`src/rtl/matmul_result_buffer.sv`:
```
`default_nettype none
// +-----------------------------------------------------------------------------+
// | matmul_result_buffer: captures an out-of-order M x N tile from the systolic |
// | multiplier and replays it row-major over valid/ready. Option: RESULT_BUF_RELU_EN |
// | Revision: 1.0                                                                 |
// +-----------------------------------------------------------------------------+
module matmul_result_buffer #(
  parameter int DATA_WIDTH = 16,
  parameter int FRAC_WIDTH = 8,
  parameter int M          = 5,
  parameter int N          = 5
) (
  input  logic                          clk,
  input  logic                          rst_n,
  input  logic                          start,
  input  logic signed [DATA_WIDTH-1:0]  c_data,
  input  logic        [$clog2(M)-1:0]   c_row,
  input  logic        [$clog2(N)-1:0]   c_col,
  input  logic                          c_valid,
  input  logic                          mm_done,
  output logic signed [DATA_WIDTH-1:0]  out_data,
  output logic        [$clog2(M)-1:0]   out_row,
  output logic        [$clog2(N)-1:0]   out_col,
  output logic                          out_valid,
  input  logic                          out_ready,
  output logic                          out_last,
  output logic                          busy,
  output logic                          tile_done,
  output logic        [2:0]             err
);

  // FRAC_WIDTH only documents the Q format; elements are moved, never scaled.
  localparam int DW    = DATA_WIDTH + 0 * FRAC_WIDTH;
  localparam int DEPTH = M * N;
  localparam int RW    = $clog2(M);
  localparam int CLW   = $clog2(N);
  localparam int AW    = $clog2(DEPTH);
  localparam int NW    = $clog2(DEPTH + 1);

  localparam logic [RW-1:0]  ROW_LAST = RW'(M - 1);
  localparam logic [CLW-1:0] COL_LAST = CLW'(N - 1);
  localparam logic [NW-1:0]  CNT_FULL = NW'(DEPTH);

  typedef enum logic [1:0] {
    IDLE    = 2'd0,
    COLLECT = 2'd1,
    DRAIN   = 2'd2
  } state_t;

  state_t               state_q, state_d;
  logic signed [DW-1:0] mem_q [DEPTH];
  logic [DEPTH-1:0]     written_q, written_d;
  logic [NW-1:0]        count_q, count_d;
  logic [RW-1:0]        row_q, row_d;
  logic [CLW-1:0]       col_q, col_d;
  logic [2:0]           err_q, err_d;
  logic                 tile_done_q, tile_done_d;

  logic                 w_in_range;
  logic [AW-1:0]        w_wr_addr;
  logic [AW-1:0]        w_rd_addr;
  logic                 w_wr;
  logic                 w_new;
  logic [NW-1:0]        w_count_after;
  logic                 w_full;
  logic                 w_at_last;
  logic signed [DW-1:0] w_stored;

  assign w_in_range    = (c_row <= ROW_LAST) && (c_col <= COL_LAST);
  assign w_wr_addr     = AW'(c_row) * AW'(N) + AW'(c_col);
  assign w_rd_addr     = AW'(row_q) * AW'(N) + AW'(col_q);
  assign w_wr          = (state_q == COLLECT) && c_valid && w_in_range;
  assign w_new         = w_wr && !written_q[w_wr_addr];
  assign w_count_after = count_q + NW'(w_new);
  assign w_full        = (w_count_after == CNT_FULL);
  assign w_at_last     = (row_q == ROW_LAST) && (col_q == COL_LAST);

  always_comb begin
    state_d     = state_q;
    written_d   = written_q;
    count_d     = count_q;
    err_d       = err_q;
    row_d       = row_q;
    col_d       = col_q;
    tile_done_d = 1'b0;
    case (state_q)
      IDLE: begin
        if (start) begin
          state_d   = COLLECT;
          written_d = '0;
          count_d   = '0;
          err_d     = '0;
        end
      end
      COLLECT: begin
        if (start) begin
          written_d = '0;
          count_d   = '0;
          err_d     = '0;
        end else begin
          if (w_wr) begin
            written_d[w_wr_addr] = 1'b1;
            if (!w_new) err_d[0] = 1'b1;
          end
          if (c_valid && !w_in_range) err_d[1] = 1'b1;
          count_d = w_count_after;
          // Same-cycle element is already counted before judging completeness.
          if (mm_done && !w_full) err_d[2] = 1'b1;
          if (w_full || mm_done) begin
            state_d = DRAIN;
            row_d   = '0;
            col_d   = '0;
          end
        end
      end
      DRAIN: begin
        if (start) begin
          state_d   = COLLECT;
          written_d = '0;
          count_d   = '0;
          err_d     = '0;
          row_d     = '0;
          col_d     = '0;
        end else if (out_ready) begin
          if (w_at_last) begin
            state_d     = IDLE;
            tile_done_d = 1'b1;
            row_d       = '0;
            col_d       = '0;
          end else if (col_q == COL_LAST) begin
            col_d = '0;
            row_d = row_q + 1'b1;
          end else begin
            col_d = col_q + 1'b1;
          end
        end
      end
      default: state_d = IDLE;
    endcase
  end

  always_ff @(posedge clk) begin
    if (!rst_n) begin
      state_q     <= IDLE;
      written_q   <= '0;
      count_q     <= '0;
      row_q       <= '0;
      col_q       <= '0;
      err_q       <= '0;
      tile_done_q <= 1'b0;
    end else begin
      state_q     <= state_d;
      written_q   <= written_d;
      count_q     <= count_d;
      row_q       <= row_d;
      col_q       <= col_d;
      err_q       <= err_d;
      tile_done_q <= tile_done_d;
    end
  end

  // Storage needs no reset: the written flags mask stale contents.
  always_ff @(posedge clk) begin
    if (w_wr) mem_q[w_wr_addr] <= c_data;
  end

  assign w_stored  = written_q[w_rd_addr] ? mem_q[w_rd_addr] : '0;
  assign out_valid = (state_q == DRAIN);
  assign busy      = (state_q != IDLE);
  assign out_row   = row_q;
  assign out_col   = col_q;
  assign out_last  = out_valid && w_at_last;
  assign tile_done = tile_done_q;
  assign err       = err_q;

`ifdef RESULT_BUF_RELU_EN
  assign out_data = (out_valid && !w_stored[DW-1]) ? w_stored : '0;
`else
  assign out_data = out_valid ? w_stored : '0;
`endif

endmodule
`default_nettype wire
```
`config.mk`:
```
export PLATFORM = sky130hd
export DESIGN_NAME = matmul_result_buffer
export DESIGN_NICKNAME = d
export VERILOG_FILES = /design/src/rtl/matmul_result_buffer.sv
export SDC_FILE = /design/constraint.sdc
export NUM_CORES = 1
export LEC_CHECK = 0
export CAP_MARGIN = 20
export CORE_MARGIN = 4
export CORE_UTILIZATION = 55
export DETAILED_ROUTE_END_ITERATION = 7
export PLACE_DENSITY = 0.7
export SLEW_MARGIN = 0
export SYNTH_ARGS = -nofsm -noshare
export SYNTH_HDL_FRONTEND = slang
export SYNTH_SLANG_ARGS = --single-unit
```
`constraint.sdc`:
```
create_clock -name clk -period 8.1 [get_ports clk]
set_input_delay 2.025 -clock clk [delete_from_list [all_inputs] [get_ports clk]]
set_output_delay 2.025 -clock clk [all_outputs]
set_load 0.005 [all_outputs]
```
Yosys cells after proc, flatten, opt, wreduce, memory -nomap -nowiden
Memory sizes are Yosys's and may differ from the RTL's.
Index checks and enable logic that the tools add are counted.
Widths: inputs -> output; s select.
{"block": "totals", "reg_bits": 42, "ramBits": 400, "in_bits": 28, "wordCells": 113, "memories": 1}
{"block": "op_classes", "add_sub_neg": 5, "mul": 2, "n_lt_le_gt_ge": 5, "eq_ne": 16, "n_mux": 44, "bitwise": 4, "reduce_logical": 27}
{"memory": "mem_q", "words": 25, "width": 16, "read_ports": 1, "rd_ports_with_merged_regs": 0, "wr": 1, "line_no": "51", "source": "logic signed [DW-1:0] mem_q [DEPTH];"}
{"cell": "$mux 25", "count": 3}
{"cell": "$pmux 25 s2", "count": 1}
{"cell": "$mux 3", "count": 12}
{"cell": "$mux 16", "count": 2}
{"cell": "$or 25x25->25", "count": 1}
{"cell": "$pmux 3 s2", "count": 3}
{"cell": "$lt 5x6->1 const B", "count": 2}
{"cell": "$mux 2", "count": 6}
{"cell": "$ne 3x2->1 const B", "count": 4}
{"cell": "$add 5x3->5", "count": 2}
{"cell": "$bmux 1 s5", "count": 2}
{"cell": "$mul 3x3->5 const B", "count": 2}
{"cell": "$mux 1", "count": 10}
{"cell": "$mux 5", "count": 2}
{"cell": "$pmux 5 s2", "count": 1}
{"cell": "$reduce_and 5->1", "count": 2}
{"cell": "$logic_and 1x1->1", "count": 9}
{"cell": "$reduce_and 3->1", "count": 3}
{"cell": "$reduce_and 4->1", "count": 2}
{"cell": "$add 3x1->3 const B", "count": 2}
{"cell": "$eq 3x3->1 const B", "count": 2}
{"cell": "$le 3x3->1 const B", "count": 2}
{"cell": "$ne 3x3->1 const B", "count": 2}
{"cell": "$pmux 2 s3", "count": 1}
{"cell": "other kinds (17)", "count": 25}

Depth between registers and ports, before layout
{"block": "depth", "depth_word": 13, "depth_mapped": 16, "ltp_nobuf": 16}

Least setup slack after synthesis
No wires, ideal clock.
{"block": "synth_path", "kind": "input to register", "start": "in c_row[0]", "end": "reg col_q[0], in the netlist out_col[0]", "setup_ps": 76, "arrival_time_ps": 5652, "t_required_ps": 8024, "slack_ps": 2373, "path_stages": 16, "path_cell_list": "ha_1 -> ha_1 -> fa_1 -> clkbuf_1 -> mux2_2 -> a41oi_1 -> o2111ai_1 -> inv_1 -> ha_1 -> ha_1 -> and4_1 -> a31oi_1 -> a21oi_1 -> o21ai_0 -> or3_1 -> a21boi_0"}
{"block": "synth_between", "elab_chain_cells": 11, "elab_cells_between_ends": 14, "classes_between": "add/sub (2); mul (1); order compare (1); eq/ne (2); mux (2); reduce/logical (6)"}
{"element": "from (decl)", "line_no": "17", "source": "input logic [$clog2(M)-1:0] c_row,"}
{"element": "$mul 3x3->5", "line_no": "70", "source": "assign w_wr_addr = AW'(c_row) * AW'(N) + AW'(c_col);"}
{"element": "$add 5x3->5", "line_no": "70"}
{"element": "$bmux 1 s5", "line_no": "73", "source": "assign w_new = w_wr && !written_q[w_wr_addr];"}
{"element": "$mux 1 (implied by the code)", "line_no": "73"}
{"element": "$logic_not 1->1", "line_no": "73"}
{"element": "$logic_and 1x1->1 (*)", "line_no": "73"}
{"element": "$add 5x1->5 (*)", "line_no": "74", "source": "assign w_count_after = count_q + NW'(w_new);"}
{"element": "$eq 5x5->1 (*)", "line_no": "75", "source": "assign w_full = (w_count_after == CNT_FULL);"}
{"element": "$logic_or 1x1->1 (*)", "line_no": "109", "source": "if (w_full || mm_done) begin"}
{"element": "$ne 2x1->1 (no source line) (*)"}
{"element": "$reduce_and 4->1 (no source line) (*)"}
{"element": "to (signal assigned)", "line_no": "156", "source": "col_q <= col_d;"}
{"element": "to (decl)", "line_no": "55", "source": "logic [CLW-1:0] col_q, col_d;"}
Mark *: on every way between the ends. The rest lies on a longest branch, timed or not. The select of a mux whose other input is x is not followed.
A chain may end at the register's enable or synchronous reset.

Final worst setup path
{"block": "layout_path", "start": "reg row_q[0], in the netlist out_row[0]", "end": "out out_data[9]"}
{"block": "layout_between", "elab_chain_cells": 6, "elab_cells_between_ends": 7, "classes_between": "add/sub (1); mul (1); mux (4); memory (1)"}
{"element": "from (decl)", "line_no": "54", "source": "logic [RW-1:0] row_q, row_d;"}
{"element": "from (signal assigned)", "line_no": "155", "source": "row_q <= row_d;"}
{"element": "$mul 3x3->5 (*)", "line_no": "71", "source": "assign w_rd_addr = AW'(row_q) * AW'(N) + AW'(col_q);"}
{"element": "$add 5x3->5 (*)", "line_no": "71"}
{"element": "$bmux 1 s5", "line_no": "167", "source": "assign w_stored = written_q[w_rd_addr] ? mem_q[w_rd_addr] : '0;"}
{"element": "$mux 1 (implied by the code)", "line_no": "167"}
{"element": "$mux 16 (*)", "line_no": "167"}
{"element": "$mux 16 (*)", "line_no": "179", "source": "assign out_data = out_valid ? w_stored : '0;"}
{"element": "to (decl)", "line_no": "21", "source": "output logic signed [DATA_WIDTH-1:0] out_data,"}
Marks and branches as above.

==> metrics.txt <==
status finished, final reports clean; setup tns final 0 ps; Area growth, synth to finish 14.5%; crit-path max cell delay 810 ps; buffer count from post-CTS setup fixing 0; Total Power slightly below 5 mW; Core Region 32700 um^2; post-synthesis cell area ~18000 um^2; Cell Rows 66; min cycle time layout a little under 7000 ps; Yosys cell types 52; routed len/inst 25.3 um; Clock Latency Late Sink 550 ps; hold_buf cts 0; H-tree levels 2; # diodes 0; Data required, critical path 6080 ps; first-pass detailed-route iteration total 5; slowest CP cell xnor2_2; Clock Tree Buf Depth 3; RePlAce Congestion 0.827; RSZ-0062 raised after global routing false; placed cell count 1437; PD cells roughly 230 nW/um^2; ANT nets after route 0; max cap viols 0; register area 12900 um^2; final setup fails 0; critical path peak fanout 16; total gr overflow 0; Non-Filler Instances 1521; Post-synth ARST share 0; cell mode on critical path ha_1; final hold violation count 0; ys flop type edfxtp_1; vias per cell roughly 6.2; dpl hpwl 22700 um; FILL cells 2258; CTS Root Cell clkbuf_16; Clock Sinks between 400 and 500; I/O pins 57; Seq/Total Area, Yosys 0.702; Layout Utilization 0.641; P_leak between 6 and 7 nW; Multi-input gate area 5180 um^2; crit start category flip-flop; worst slew pin tran around 1000 ps; worst-path cell chain ha_1 -> ha_1 -> fa_2 -> xnor2_2 -> buf_4 -> nor4b_1 -> a21oi_1 -> o21ai_0 -> a21oi_4 -> nor2_1 -> clkdlybuf4s50_1; initial core utilization 0.559; DRC 0; vias in the first global route 9348; DRT iter0 DRCs 893; VDD IR max 0.193 mV; Cells after Synth ~950; Total Wirelength 38400 um; Syn. warnings 0; initial antenna violation count 2; hold_ws about 470 ps; Max-slew headroom 0.313; TritonCTS clock tree done; Worst Hold Class reg2reg; Vias around 9.5k; Synth Area per Inst approximately 19 um^2; first-pass GRT wire length 58200 um; DIE WIDTH 190 um; crit path kind reg2out; Port Buffers 56; largest net degree at the start of global routing 68; FMAX 146 MHz; crit end category primary output; Reg clk slew, reported paths 60 ps; Final #Nets 1099; Synth Register Bits 442; final slew viol count 0; TritonCTS Buffers 45; EDFF count, synth 400; layout cell share with drive strength beyond 1 0.201; post-synthesis net count 1010; Die Height ~190 um; Final Cycle Share 0.844; Final Skew 19.9 ps; GRT Total Usage 0.214; Worst EP arrival 4810 ps; total die area 36200 um^2; Post-CTS Resized 0
cell usage in the layout, fill, tap and decap left out, types with 12 or more instances in the layout:
cell type / count
nand3_1: 12
mux4_1: 35
nor2_2: 20
a22o_1: 15
inv_1: 13
a21oi_1: 26
nand2_1: 28
edfxtp_1: 400
a211oi_1: 18
mux4_2: 89
dfxtp_1: 42
clkdlybuf4s50_1: 56
ha_1: 24
clkbuf_16: 46
nor2_1: 60
buf_4: 28
clkbuf_1: 16
mux2i_1: 21
report_power, final:
group / leakage [nW] / switching (mW) / internal (mW)
registers: 3.93 / 0.00863 / 2.50
clock network: 0.692 / 0.825 / 1.14
logic: 2.00 / 0.224 / 0.132
total: 6.63 / 1.06 / 3.77
layout make-up:
cell class,instances,area share
clock buffer,64,0.0591
tap,442,0.0264
timing repair buffer,91,0.0429
multi-input combinational,450,0.247
sequential,442,0.614
inverter,13,0.00233
clock inverter,19,0.00824
critical path, delay by kind of cell, from the launching register on:
family	cells	cell delay, ps
flops	1	520
fa+ha+maj	3	970
buf+inv	2	840
simple gates	2	220
compound gates	3	880
xor+xnor	1	810
path summary, 6_finish.rpt:
path / cells after the start / from / slack [ps] / end
max: 11 / out_row[0] / 1270 / out_data[9]
min: 1 / err[2] / 470 / err[2]
max reg2reg: 14 / state_q[1] / 4370 / out_col[0]
min reg2reg: 1 / err[2] / 470 / err[2]
synth_stat cells, types with 2 or more instances:
| master | number | share of area |
|---|---|---|
| nor3b_1 | 2 | 0.00082 |
| edfxtp_1 | 400 | 0.66 |
| o21ai_0 | 9 | 0.0025 |
| nand3_1 | 12 | 0.0033 |
| nand4b_1 | 2 | 0.00096 |
| buf_4 | 5 | 0.0021 |
| buf_1 | 5 | 0.0010 |
| nor2b_1 | 9 | 0.0031 |
| and2_1 | 4 | 0.0014 |
| nor2_1 | 80 | 0.016 |
| o2111ai_1 | 2 | 0.00096 |
| xor2_1 | 2 | 0.00096 |
| buf_6 | 6 | 0.0037 |
| a21boi_0 | 6 | 0.0025 |
| o211ai_1 | 3 | 0.0012 |
| a22oi_1 | 2 | 0.00082 |
| o22ai_1 | 2 | 0.00068 |
| buf_2 | 9 | 0.0025 |
| a21o_1 | 3 | 0.0012 |
| mux2_2 | 3 | 0.0018 |
| nand4_1 | 3 | 0.0010 |
| nand2_1 | 28 | 0.0057 |
| dfxtp_1 | 42 | 0.046 |
| a32o_1 | 9 | 0.0049 |
| nor3_1 | 7 | 0.0019 |
| fa_1 | 2 | 0.0022 |
| a41oi_1 | 2 | 0.00096 |
| a21oi_1 | 26 | 0.0071 |
| a211oi_1 | 18 | 0.0074 |
| ha_1 | 26 | 0.018 |
| xnor2_1 | 4 | 0.0019 |
| nand2b_1 | 4 | 0.0014 |
| mux4_2 | 89 | 0.11 |
| clkbuf_1 | 21 | 0.0043 |
| o21ai_1 | 2 | 0.00055 |
| a22o_1 | 15 | 0.0072 |
| mux4_1 | 35 | 0.050 |
| mux2i_1 | 21 | 0.011 |
| o21a_1 | 3 | 0.0012 |
| buf_12 | 3 | 0.0033 |
| or3_1 | 5 | 0.0017 |
| inv_1 | 13 | 0.0027 |
per-layer routing:
| layer | GRT usage | wire [um] | part of all wire |
|---|---|---|---|
| met3 | 0.0441 | 3030 | 0.079 |
| met5 | 0 | 34 | 0.00089 |
| met2 | 0.340 | 18400 | 0.48 |
| met1 | 0.313 | 16100 | 0.42 |
| met4 | 0.0522 | 787 | 0.020 |
metrics by stage:
| step | setup slack [ps] | cell area, um^2 |
|---|---|---|
| 3_3_place_gp | 1570 | 19400 |
| 5_1_grt | 1050 | 20900 |
| 3_5_place_dp | 1410 | 19500 |
| 2_1_floorplan | 2370 | 18300 |
| 4_1_cts | 1290 | 20900 |
| 6_report | 1270 | 20900 |
flip-flops by register name, summed over array words and instances, names as in the netlist:
| name | flops |
|---|---|
| out_col | 3 |
| tile_done | 1 |
| state_q | 2 |
| written_q | 25 |
| mem_q | 400 |
| out_row | 3 |
| count_q | 5 |
| err | 3 |
kinds of logic after synthesis:
family,count (synthesis),share of synthesized area
flip-flops,442,0.702
AND/OR/NAND/NOR,160,0.0395
multiplexers,148,0.173
AO/OA/AOI/OAI,108,0.0425
buffers and inverters,62,0.0195
adder cells (fa/ha/maj),28,0.0200
XOR/XNOR,6,0.00287
Note: power is estimated with default switching activity, not from simulation.
